<file path="src/rtl/cpu_run_pkg.sv">
// Shared types and parameter-range constants for the CPU run controller.
package cpu_run_pkg;

  typedef enum logic [2:0] {
    IDLE     = 3'd0,
    RST_HOLD = 3'd1,
    RUN      = 3'd2,
    HALTED   = 3'd3,
    TIMEOUT  = 3'd4
  } run_state_e;

  localparam int MIN_RESET_CYCLES = 1;
  localparam int MIN_HALT_REPEAT  = 1;
  localparam int MIN_MAX_CYCLES   = 1;

  // Out-of-range parameters are clamped to the nearest legal value.
  function automatic int clamp_min(input int value, input int min_value);
    return (value < min_value) ? min_value : value;
  endfunction

endpackage

</file>
<file path="src/rtl/run_halt_detect.sv">
// Watches the core PC during RUN and flags halt once it has stayed put for
// HALT_REPEAT consecutive compares.
module run_halt_detect
  import cpu_run_pkg::*;
#(
  parameter int PC_W        = 32,
  parameter int HALT_REPEAT = 3
) (
  input  logic            clk,
  input  logic            reset,
  input  logic            clear,
  input  logic            en,
  input  logic [PC_W-1:0] pc,
  output logic            halt
);

  localparam int TARGET = clamp_min(HALT_REPEAT, MIN_HALT_REPEAT);
  localparam int SW     = $clog2(TARGET + 1);

  logic [PC_W-1:0] pc_prev_q, pc_prev_d;
  logic            loaded_q, loaded_d;
  logic [SW-1:0]   stable_q, stable_d;

  always_comb begin
    pc_prev_d = pc_prev_q;
    loaded_d  = loaded_q;
    stable_d  = stable_q;
    halt      = 1'b0;
    if (clear) begin
      loaded_d = 1'b0;
      stable_d = '0;
    end else if (en) begin
      pc_prev_d = pc;
      loaded_d  = 1'b1;
      // The first RUN cycle only captures the PC; compares start after that.
      if (loaded_q) begin
        stable_d = (pc == pc_prev_q) ? stable_q + SW'(1) : '0;
        halt     = (pc == pc_prev_q) && (stable_q == SW'(TARGET - 1));
      end
    end
  end

  always_ff @(posedge clk or posedge reset) begin
    if (reset) begin
      pc_prev_q <= '0;
      loaded_q  <= 1'b0;
      stable_q  <= '0;
    end else begin
      pc_prev_q <= pc_prev_d;
      loaded_q  <= loaded_d;
      stable_q  <= stable_d;
    end
  end

endmodule

</file>
<file path="src/rtl/cpu_run_ctrl.sv">
// Run controller: sequences the core reset pulse, counts RUN cycles and ends
// the run on PC stall (HALTED) or cycle-budget exhaustion (TIMEOUT).
// Handshake: start is a one-cycle request sampled on the rising edge; done is
// sticky until the next start or reset, with timeout qualifying why it ended.
module cpu_run_ctrl
  import cpu_run_pkg::*;
#(
  parameter int RESET_CYCLES = 2,
  parameter int MAX_CYCLES   = 10000,
  parameter int HALT_REPEAT  = 3,
  parameter int PC_W         = 32,
  parameter int CNT_W        = 32
) (
  input  logic             clk,
  input  logic             reset,
  input  logic             start,
  input  logic [PC_W-1:0]  pc,
  output logic             cpu_reset,
  output logic             running,
  output logic             done,
  output logic             timeout,
  output logic [CNT_W-1:0] cycle_count,
  output logic [2:0]       state_dbg
);

  localparam int HOLD_CYCLES = clamp_min(RESET_CYCLES, MIN_RESET_CYCLES);
  localparam int BUDGET      = clamp_min(MAX_CYCLES, MIN_MAX_CYCLES);
  localparam int HW          = (HOLD_CYCLES > 1) ? $clog2(HOLD_CYCLES) : 1;

  run_state_e       state_q, state_d;
  logic [HW-1:0]    hold_q, hold_d;
  logic [CNT_W-1:0] cycle_count_q, cycle_count_d;
  logic             cpu_reset_q, cpu_reset_d;
  logic             running_q, running_d;
  logic             done_q, done_d;
  logic             timeout_q, timeout_d;
  logic             halt;

  run_halt_detect #(
    .PC_W        (PC_W),
    .HALT_REPEAT (HALT_REPEAT)
  ) u_halt (
    .clk   (clk),
    .reset (reset),
    .clear (start),
    .en    (state_q == RUN),
    .pc    (pc),
    .halt  (halt)
  );

  always_comb begin
    state_d       = state_q;
    hold_d        = hold_q;
    cycle_count_d = cycle_count_q;
    cpu_reset_d   = cpu_reset_q;
    running_d     = running_q;
    done_d        = done_q;
    timeout_d     = timeout_q;
    // start restarts from any state, including mid-run and mid-hold.
    if (start) begin
      state_d       = RST_HOLD;
      hold_d        = HW'(HOLD_CYCLES - 1);
      cycle_count_d = '0;
      cpu_reset_d   = 1'b1;
      running_d     = 1'b0;
      done_d        = 1'b0;
      timeout_d     = 1'b0;
    end else begin
      case (state_q)
        IDLE: cpu_reset_d = 1'b1;
        RST_HOLD: begin
          if (hold_q == '0) begin
            state_d     = RUN;
            cpu_reset_d = 1'b0;
            running_d   = 1'b1;
          end else begin
            hold_d = hold_q - HW'(1);
          end
        end
        RUN: begin
          cycle_count_d = cycle_count_q + CNT_W'(1);
          // Halt takes priority over a budget hit on the same edge.
          if (halt) begin
            state_d   = HALTED;
            running_d = 1'b0;
            done_d    = 1'b1;
          end else if (cycle_count_d == CNT_W'(BUDGET)) begin
            state_d   = TIMEOUT;
            running_d = 1'b0;
            done_d    = 1'b1;
            timeout_d = 1'b1;
          end
        end
        HALTED, TIMEOUT: begin
          cpu_reset_d = 1'b0;
          running_d   = 1'b0;
        end
        default: begin
          state_d     = IDLE;
          cpu_reset_d = 1'b1;
          running_d   = 1'b0;
        end
      endcase
    end
  end

  always_ff @(posedge clk or posedge reset) begin
    if (reset) begin
      state_q       <= IDLE;
      hold_q        <= '0;
      cycle_count_q <= '0;
      cpu_reset_q   <= 1'b1;
      running_q     <= 1'b0;
      done_q        <= 1'b0;
      timeout_q     <= 1'b0;
    end else begin
      state_q       <= state_d;
      hold_q        <= hold_d;
      cycle_count_q <= cycle_count_d;
      cpu_reset_q   <= cpu_reset_d;
      running_q     <= running_d;
      done_q        <= done_d;
      timeout_q     <= timeout_d;
    end
  end

  assign cpu_reset   = cpu_reset_q;
  assign running     = running_q;
  assign done        = done_q;
  assign timeout     = timeout_q;
  assign cycle_count = cycle_count_q;
  assign state_dbg   = state_q;

endmodule

</file>
<file path="config.mk">
export PLATFORM = sky130hd
export DESIGN_NAME = cpu_run_ctrl
export DESIGN_NICKNAME = d
export VERILOG_FILES = /design/src/rtl/cpu_run_pkg.sv /design/src/rtl/run_halt_detect.sv /design/src/rtl/cpu_run_ctrl.sv
export SDC_FILE = /design/constraint.sdc
export NUM_CORES = 1
export LEC_CHECK = 0
export ABC_AREA = 1
export BUFFER_PORTS_ARGS = -buffer_cell sky130_fd_sc_hd__clkbuf_2
export CAP_MARGIN = 20
export CELL_PAD_IN_SITES_DETAIL_PLACEMENT = 0
export CELL_PAD_IN_SITES_GLOBAL_PLACEMENT = 2
export CORE_ASPECT_RATIO = 1.75
export CORE_UTILIZATION = 35
export DETAILED_ROUTE_END_ITERATION = 10
export PLACE_DENSITY = 0.87
export SLEW_MARGIN = 0
export SYNTH_ARGS = -nofsm -noshare
export SYNTH_HDL_FRONTEND = slang
export SYNTH_HIERARCHICAL = 1
export SYNTH_SLANG_ARGS = --single-unit
</file>
<file path="constraint.sdc">
create_clock -name clk -period 4.95 [get_ports clk]
set_input_delay 0.2475 -clock clk [delete_from_list [all_inputs] [get_ports clk]]
set_output_delay 0.2475 -clock clk [all_outputs]
set_load 0.01 [all_outputs]
</file>
==> impl_results.md <==
- Min Hold Slack: -0.00603 ns
- EDFF count, synth: 0
- Die Span Y: between 150 and 200 um
- Leakage power total: approximately 2.7 nW
- Post-Syn Area: approximately 4600 um^2
- Post-route clock period utilization: around 60%
- Worst Setup SP: state_dbg[1]
- GRT Overall Usage: 19.1%
- RSZ-0062 raised after global routing: false
- Pre-CTS WS: 1.96 ns
- Total Die Area: between 10,000 and 15,000 um^2
- I/O pin total: between 70 and 80
- Initial antenna violation count: 0
- Drt drc: 0
- Final RePlAce weighted congestion: approximately 0.86
- Via count: 4,009
- Area grow syn2layout: 18.3%
- Worst-margin pin slew: 0.761 ns
- Setup_tns: 0 ns
- Worst VDD drop: 229 uV
- Pin count of the biggest net entering global routing: 45
- CTS tree: done
- Worst r2r path cells: 10
- Final total power: roughly 2.0 mW
- Worst setup endpoint: state_dbg[0]
- Share of cells above drive strength 1: a little over a fifth
- Register area share after synthesis: approximately two fifths
- Cts bufs inserted: 9
- CTS clk-pin slew, worst paths: ~0.060 ns
- Cell Count Post-Placement: 851
- Vias in the first global route: between 4,000 and 5,000
- Tmin final: about 3 ns
- Seq cells post-synth: between 70 and 80
- Fin util: about 42%
- Clk_skew: roughly 0.009 ns
- Nets: 730
- Filler instances: ~1,400
- Post-CTS setup buffers: 0
- DRT iter0 DRCs: 243
- Routed Antenna Nets: 0
- Fin. Hold Viols: 8
- Mux cell area share after synthesis: approximately 6.5%
- Worst R2R End: state_dbg[0]
- Slew Limit Fails: 0
- Wirelength per Cell: between 10 and 15 um
- XOR/XNOR Fraction of Synth Area: ~5.5%
- Critical Path RT: ~5.2 ns
- Outcome: finished with violations
- Global-route wire length before repair: 19,500 um
- FFs w/ async S/R, synth: 100%
- Final setup vio count: 0
- Startpoint class of the critical path: flop
- Compound-Gate Fraction of Synth Area: about 6%
- Worst setup path class: reg -> reg
- CTS H-tree lvls: 3
- R2R Setup Slk: approximately 2.0 ns
- Mapped Cells: 616
- Clk_lat worst skew: between 0.3 and 0.4 ns
- # resized after CTS: 0
- Max Clock Freq: around 0.34 GHz
- # rows: 55
- Syn nets: about 650
- Post-synth top cells: nand2_1, dfrtp_1, inv_1
- Syn Area/Cell: roughly 7.5 um^2
- Antenna cells: 0
- DRT Pass-1 Iters: 4
- Largest family of logic cells by synthesized area: simple AND/OR/NAND/NOR gates
- Die X: around 90 um
- CTS root buf: clkbuf_16
- Most used DFF post-synth: dfrtp_1
- Sink Count: 75
- Top-count cell post-synth: nand2_1
- Area share of the largest cell type after synthesis: 40.2%
- Worst Path Max Fanout: 25
- Core Region: between 10,000 and 15,000 um^2
- Worst Path Arrival: 3.21 ns
- Grt total ovfl: 0
- Max-Cap Viols: 0
- CTS max path bufs: 2
- Post-Synth Simple-Gate Area: between 30% and 40%
- Worst setup EP type: flop
- Synthesis Warnings: 6
- Vias per inst: approximately 4.6
- Final Routed Wirelength: between 10,000 and 15,000 um
- Slew HR: about half
- Post-synth top area cell: dfrtp_1
- Worst r2r src: state_dbg[1]
- Synth area leaders: dfrtp_1, nand2_1, inv_1
- Starting density of the core: 35.8%
- Failing checks: negative hold slack
- Final setup margin: approximately 2.0 ns
- Post-CTS Hold Buffers: 0
- Adder-cell share of the synthesized area: less than 1%
- Hold Path Class: in -> async
- Pwr per Cell Area: 375 nW/um^2
- Post-Layout Cell Count: approximately 870
- # port buffers: 73
- Unique masters post-synth: 35
- DP Wirelength: between 9000 and 10,000 um
-- critical path: stages, from the launching register on --
cell     delay (ns)
dfrtp_1        0.44
inv_1          0.06
nor3_1         0.59
inv_1          0.27
nor2_4         0.56
inv_1          0.38
nor2_1         0.25
nand2_2        0.13
nand3_2        0.08
nand2_1        0.05
nand2_1        0.06
-- area by class of cell --
class,count,area [um^2],area share [%]
multi-input combinational,456,2390,43.9
sequential,75,1880,34.5
timing repair buffer,76,408,7.49
inverter,74,279,5.12
clock buffer,10,239,4.39
tap,171,214,3.93
clock inverter,6,41.3,0.758
-- registers in the layout (all words and copies together) (netlist names) --
register          count
cycle_count          32
running               1
state_dbg             3
timeout               1
u_halt/stable_q       2
cpu_reset             1
hold_q                1
u_halt/pc_prev_q     32
u_halt/loaded_q       1
done                  1
-- worst min path at each step --
stage | start | to | cells past startpoint
after floorplan | start | u_halt/loaded_q | 1
after global placement | reset | u_halt/pc_prev_q[30] | 3
after detailed placement | reset | u_halt/pc_prev_q[26] | 3
after CTS | reset | u_halt/pc_prev_q[7] | 3
after global routing | reset | u_halt/pc_prev_q[6] | 3
final | reset | u_halt/pc_prev_q[7] | 3
-- cells in the final DEF, fill, tap and decap left out, types with 2 or more instances in the layout --
cell and n:
clkbuf_2 73, o21ai_1 2, o22ai_1 7, clkinv_2 3
nand2_4 3, dfrtp_1 74, nand3_1 26, xnor2_1 21
mux2_2 4, a21oi_1 3, clkinvlp_4 3, buf_4 2
nand4_1 4, nand3_2 5, nand2_2 4, nor2_2 7
nor3_1 3, inv_1 71, mux2_4 17, nor2_1 62
inv_2 2, xor2_1 6, nand2_1 228, o21ai_0 38
clkbuf_16 9, nor2_4 6, ha_1 3
-- routing by layer --
metal / global-route usage [%] / wire, um
met5: 0 / 0
met1: 19.1 / 4550
met4: 9.83 / 544
met3: 3.44 / 485
met2: 35.9 / 6470
-- through the flow --
step	hold WS (ns)	instance area, um^2
2_1_floorplan	0.355	4610
3_3_place_gp	0.378	5140
3_5_place_dp	0.380	5140
4_1_cts	0.0167	5420
5_1_grt	0.0478	5450
6_report	-0.00603	5450
-- cells by family after synthesis --
family / Yosys count
AND/OR/NAND/NOR: 351
buffers and inverters: 85
flip-flops: 75
AO/OA/AOI/OAI: 53
XOR/XNOR: 28
multiplexers: 21
adder cells (fa/ha/maj): 3
-- where the power goes --
group / internal (mW) / switching [mW] / total [mW]
Sequential: 0.770 / 0.120 / 0.890
Clock: 0.352 / 0.278 / 0.631
Combinational: 0.283 / 0.242 / 0.525
(Power assumes the default switching activity.)
